### src/rtl/fetcher.sv
// Instruction fetcher: issues one word read at a time, queues {pc, inst} pairs and hands the head to the decoder.
// Optional FETCHER_JAL_PREDICT_EN: follow JAL targets when a pushed word is a JAL instead of advancing by 4.
module fetcher #(
  parameter int          QUEUE_DEPTH = 4,
  parameter logic [31:0] RESET_PC    = 32'h0
) (
  input  logic        clk,
  input  logic        rst,
  input  logic        rdy,
  output logic        out_mem_req_enable,
  output logic [31:0] out_mem_addr,
  input  logic        in_mem_valid,
  input  logic [31:0] in_mem_inst,
  input  logic        in_stall,
  output logic        out_fetch_enable,
  output logic [31:0] out_inst,
  output logic [31:0] out_pc,
  input  logic        in_rob_flush,
  input  logic [31:0] in_rob_target_pc,
  output logic [1:0]  out_dbg_state
);

  localparam int PW = $clog2(QUEUE_DEPTH);
  localparam int CW = PW + 1;

  typedef enum logic [1:0] {
    IDLE     = 2'd0,
    WAIT_MEM = 2'd1,
    DISCARD  = 2'd2
  } state_t;

  state_t        state_q, state_d;
  logic [31:0]   fetch_pc_q, fetch_pc_d;
  logic [PW-1:0] head_q, head_d, tail_q, tail_d;
  logic [CW-1:0] count_q, count_d;
  logic [31:0]   pc_mem_q   [QUEUE_DEPTH];
  logic [31:0]   inst_mem_q [QUEUE_DEPTH];

  logic        flush;
  logic        req;
  logic        push;
  logic        pop;
  logic        not_full;
  logic [31:0] next_pc;

  assign flush         = rdy & in_rob_flush;
  assign not_full      = count_q < CW'(QUEUE_DEPTH);
  assign out_dbg_state = state_q;

`ifdef FETCHER_JAL_PREDICT_EN
  always_comb begin
    next_pc = fetch_pc_q + 32'd4;
    if (in_mem_inst[6:0] == 7'b1101111) begin
      next_pc = fetch_pc_q + {{11{in_mem_inst[31]}}, in_mem_inst[31], in_mem_inst[19:12],
                              in_mem_inst[20], in_mem_inst[30:21], 1'b0};
    end
  end
`else
  assign next_pc = fetch_pc_q + 32'd4;
`endif

  // Handshakes: a request is a one-cycle pulse, the word comes back as a one-cycle in_mem_valid;
  // the decoder takes the head whenever out_fetch_enable is high (no backpressure beyond in_stall).
  always_comb begin
    state_d    = state_q;
    fetch_pc_d = fetch_pc_q;
    req        = 1'b0;
    push       = 1'b0;
    if (rdy) begin
      case (state_q)
        IDLE: begin
          if (flush) begin
            fetch_pc_d = in_rob_target_pc;
          end else if (not_full) begin
            req     = 1'b1;
            state_d = WAIT_MEM;
          end
        end
        WAIT_MEM: begin
          if (flush) begin
            fetch_pc_d = in_rob_target_pc;
            state_d    = in_mem_valid ? IDLE : DISCARD;
          end else if (in_mem_valid) begin
            push       = 1'b1;
            fetch_pc_d = next_pc;
            state_d    = IDLE;
          end
        end
        DISCARD: begin
          if (flush) fetch_pc_d = in_rob_target_pc;
          if (in_mem_valid) state_d = IDLE;
        end
        default: state_d = IDLE;
      endcase
    end
  end

  // Reset is combined in so the request pulse drops the instant rst rises.
  assign out_mem_req_enable = req & ~rst;
  assign out_mem_addr       = out_mem_req_enable ? fetch_pc_q : 32'h0;
  assign pop                = (count_q != '0) & ~in_stall & rdy & ~in_rob_flush;
  assign out_fetch_enable   = pop;
  assign out_inst           = inst_mem_q[head_q];
  assign out_pc             = pc_mem_q[head_q];

  always_comb begin
    head_d  = head_q;
    tail_d  = tail_q;
    count_d = count_q;
    if (flush) begin
      head_d  = '0;
      tail_d  = '0;
      count_d = '0;
    end else begin
      if (pop)  head_d = head_q + PW'(1);
      if (push) tail_d = tail_q + PW'(1);
      count_d = count_q + CW'(push) - CW'(pop);
    end
  end

  always_ff @(posedge clk or posedge rst) begin
    if (rst) begin
      state_q    <= IDLE;
      fetch_pc_q <= RESET_PC;
      head_q     <= '0;
      tail_q     <= '0;
      count_q    <= '0;
    end else begin
      state_q    <= state_d;
      fetch_pc_q <= fetch_pc_d;
      head_q     <= head_d;
      tail_q     <= tail_d;
      count_q    <= count_d;
    end
  end

  always_ff @(posedge clk or posedge rst) begin
    if (rst) begin
      for (int i = 0; i < QUEUE_DEPTH; i++) begin
        pc_mem_q[i]   <= '0;
        inst_mem_q[i] <= '0;
      end
    end else if (push) begin
      pc_mem_q[tail_q]   <= fetch_pc_q;
      inst_mem_q[tail_q] <= in_mem_inst;
    end
  end

endmodule

### config.mk
export PLATFORM = sky130hd
export DESIGN_NAME = fetcher
export DESIGN_NICKNAME = d
export VERILOG_FILES = /design/src/rtl/fetcher.sv
export SDC_FILE = /design/constraint.sdc
export NUM_CORES = 1
export LEC_CHECK = 0
export ABC_AREA = 0
export CAP_MARGIN = 20
export CORE_MARGIN = 4
export CORE_UTILIZATION = 40
export CTS_CLUSTER_SIZE = 8
export DETAILED_ROUTE_END_ITERATION = 8
export MAX_ROUTING_LAYER = met4
export PLACE_DENSITY_LB_ADDON = 0.3
export SLEW_MARGIN = 20
export SYNTH_ARGS = -nofsm -noshare
export SYNTH_HDL_FRONTEND = slang
export SYNTH_SLANG_ARGS = --single-unit
export TNS_END_PERCENT = 50
### constraint.sdc
create_clock -name clk -period 13.7 [get_ports clk]
set_input_delay 1.37 -clock clk [delete_from_list [all_inputs] [get_ports clk]]
set_output_delay 1.37 -clock clk [all_outputs]
set_load 0.02 [all_outputs]
==> flow_metrics.py <==
metrics = {
    "clock_tree": {
        "post_cts_buffers": 0,
        "ctsHoldBuffers": 0,
        "clock_latency_ns": 0.54,
        "h-tree-depth": 2,
        "clockBufferDepth": 3,
        "ctsRootBufferMaster": "clkbuf_16",
        "path_clk_slew_ns": 0.05,
        "cts_resized": 0,
        "cts_buffers": 43,
        "clock-sinks": 297,
        "cts_tree": "done",
    },
    "timing": {
        "fmax_mhz": 184.8,
        "period_share": 0.3949,
        "worst_slack_ns": 8.290,
        "worst_slew_margin_rel": 0.3651,
        "slew_viol_final": 0,
        "finalSetupTns_ns": 0,
        "tightest_slew_ns": 0.9523,
        "holdWs_ns": 0.4982,
        "hold_viol": 0,
        "fin_skew_ns": 0.02524,
        "setup_viol": 0,
        "min_period_ns": 5.410,
        "rsz0062_at_grt": "no",
    },
    "finish": {
        "fin_area_sq_mm": 0.01789,
        "drive_above_1_share": 0.3504,
        "area_growth_syn_to_layout_pct": 20.48,
        "finalCoreUtilization": 0.4886,
        "nFillCells": 3168,
        "final_cell_mix": "295 x dfrtp_1, 180 x mux2_4, 169 x clkdlybuf4s50_1",
        "fin_cells": 1621,
        "final_common_cell": "dfrtp_1",
        "nets": 1224,
    },
    "floorplanning": {
        "die_h_um": 200.7,
        "die_w_um": 200.7,
        "ios": 170,
        "row_count": 70,
        "coreArea_sq_mm": 0.03661,
        "start_util": 0.4056,
        "dieArea_sq_mm": 0.04027,
    },
    "critical_path": {
        "critical_path_buf_inv_count": 3,
        "cp_common_cell": "clkdlybuf4s50_1",
        "path_cells": "clkdlybuf4s50_1 > inv_8 > and3_2 > and2_1 > clkdlybuf4s50_1",
        "critical-path-slowest-cell": "and3_2",
        "arrival_ns": 4.04,
        "slowest_delay_ns": 0.71,
        "cp_max_fo": 107,
        "crit_family": "buffers and inverters",
        "startpoint_type": "input port",
        "cp.required_ns": 12.33,
        "crit_type": "input port to output port",
        "endpoint_kind": "output port",
    },
    "synth": {
        "synth_cell_types": 66,
        "synth_edf_count": 0,
        "ys_async_sr_fraction": 1.000,
        "synth_top_cell_area_share": 0.5005,
        "syn_inst": 1008,
        "synth_area_leaders": "dfrtp_1 50%, mux2_4 18%, mux4_2 9.7%",
        "synth_nets": 1086,
        "yosys.area.top_type": "dfrtp_1",
        "synth_area_sq_mm": 0.01485,
        "ys_warn_count": 0,
        "yosys_register_bits": 297,
        "syn_area_per_cell_sq_um": 14.73,
        "seq_area_frac_synth": 0.5005,
        "ys.flop_type": "dfrtp_1",
    },
    "min_path": {
        "hold_class": "register to register",
    },
    "routing": {
        "wire_per_inst_um": 22.30,
        "wirelength_um": 36150,
        "vias_per_cell": 5.503,
        "drtAntennaViolNets": 0,
        "drt_first_iter_violations": 519,
        "drcViolationCount": 0,
        "vias": 8920,
        "drtPass1Iterations": 5,
    },
    "grt": {
        "grt.total_usage": 0.1856,
        "overflow": 0,
        "grt_pass1_wl_um": 57940,
        "grt_max_degree": 135,
        "grt_pass1_vias": 9605,
        "antenna_found_initial": 3,
    },
    "placed_design": {
        "place_congestion": 0.7837,
        "placed_cell_area_sq_mm": 0.01674,
        "hpwl_um": 21930,
        "place_ws_ns": 7.833,
        "placed_cells": 1569,
        "port-buffer-count": 169,
    },
    "run_status": {
        "status": "finished, final reports clean",
    },
    "power": {
        "ir_worst_vdd_mv": 0.09763,
        "totalPowerFinal_mw": 3.812,
        "p_leak_nw": 8.264,
        "p_per_area_mw_per_mm2": 213.1,
    },
    "job": {
        "maxCapViolCount": 0,
    },
}
==> where the power goes <==
group	internal (mW)	total (mW)	leakage (nW)	switching, mW
logic	0.827	1.38	3.85	0.557
clock network	0.565	0.934	0.560	0.368
registers	1.19	1.50	3.86	0.301
total	2.59	3.81	8.26	1.23
==> sequential cells by signal, indices dropped and copies added (netlist names) <==
name,count
head_q,2
inst_mem_q,128
fetch_pc_q,32
pc_mem_q,128
tail_q,2
count_q,3
out_dbg_state,2
==> cell families (layout without fill, tap and decap cells) <==
kind of cell / after synthesis / after routing / synth area share
AO/OA/AOI/OAI: 97 / 97 / 0.04466
XOR/XNOR: 2 / 2 / 0.001180
adder cells (fa/ha/maj): 8 / 8 / 0.007247
buffers and inverters: 100 / 242 / 0.03758
flip-flops: 297 / 297 / 0.5005
multiplexers: 321 / 321 / 0.3374
other: 0 / 3 / 0
AND/OR/NAND/NOR: 183 / 183 / 0.07137
==> cell usage after synthesis (all sizes together), types with 3 or more instances <==
master / count
a21oi: 15
nor2: 22
and3: 5
o21ai: 26
clkbuf: 35
nor3b: 4
a22oi: 5
nor4: 7
o311ai: 4
or4: 4
nor3: 11
and4: 7
a31oi: 7
or2: 4
inv: 13
mux4: 64
ha: 7
nand2: 41
o211ai: 5
nand4: 18
mux2: 256
nand3: 17
a2bb2oi: 3
a211oi: 3
buf: 52
a311oi: 3
and2: 37
dfrtp: 297
a21o: 4
==> cell type report <==
type                    count  area [sq um]  area share
multi-input cells         611          6870      0.3841
flip-flops and latches    297          7440      0.4159
inverters                  13         56.30    0.003148
clock inverters             3         33.78    0.001889
repair buffers            180          1787     0.09988
well taps                 468         585.6     0.03273
clock buffers              46          1109     0.06197
diodes                      3         7.507   0.0004197
==> path summary, 6_finish.rpt <==
check                           depth (start not counted)  slack, ns                     endpoint                         start
worst max-delay path                                    5       8.29              out_mem_addr[0]                           rst
worst min-delay path                                    1       0.50  inst_mem_q[101]$_DFFE_PP0P_   inst_mem_q[101]$_DFFE_PP0P_
worst max register to register                         11      10.18         count_q[2]$_DFF_PP0_  out_dbg_state[0]$_DFFE_PP0P_
worst min register to register                          1       0.50  inst_mem_q[101]$_DFFE_PP0P_   inst_mem_q[101]$_DFFE_PP0P_
max in group asynchronous                               4      10.29     pc_mem_q[44]$_DFFE_PP0P_                           rst
min in group asynchronous                               2       1.35     pc_mem_q[95]$_DFFE_PP0P_                           rst
==> layer usage <==
| layer | vias up | part of all wire | GRT usage |
|---|---|---|---|
| li1 | 4015 | - | - |
| met1 | 4662 | 0.46 | 0.2551 |
| met2 | 203 | 0.48 | 0.2879 |
| met3 | 40 | 0.045 | 0.03683 |
| met4 | 0 | 0.015 | 0.04351 |
| met5 | - | 0 | - |
Power figures use the tool's default switching activity.
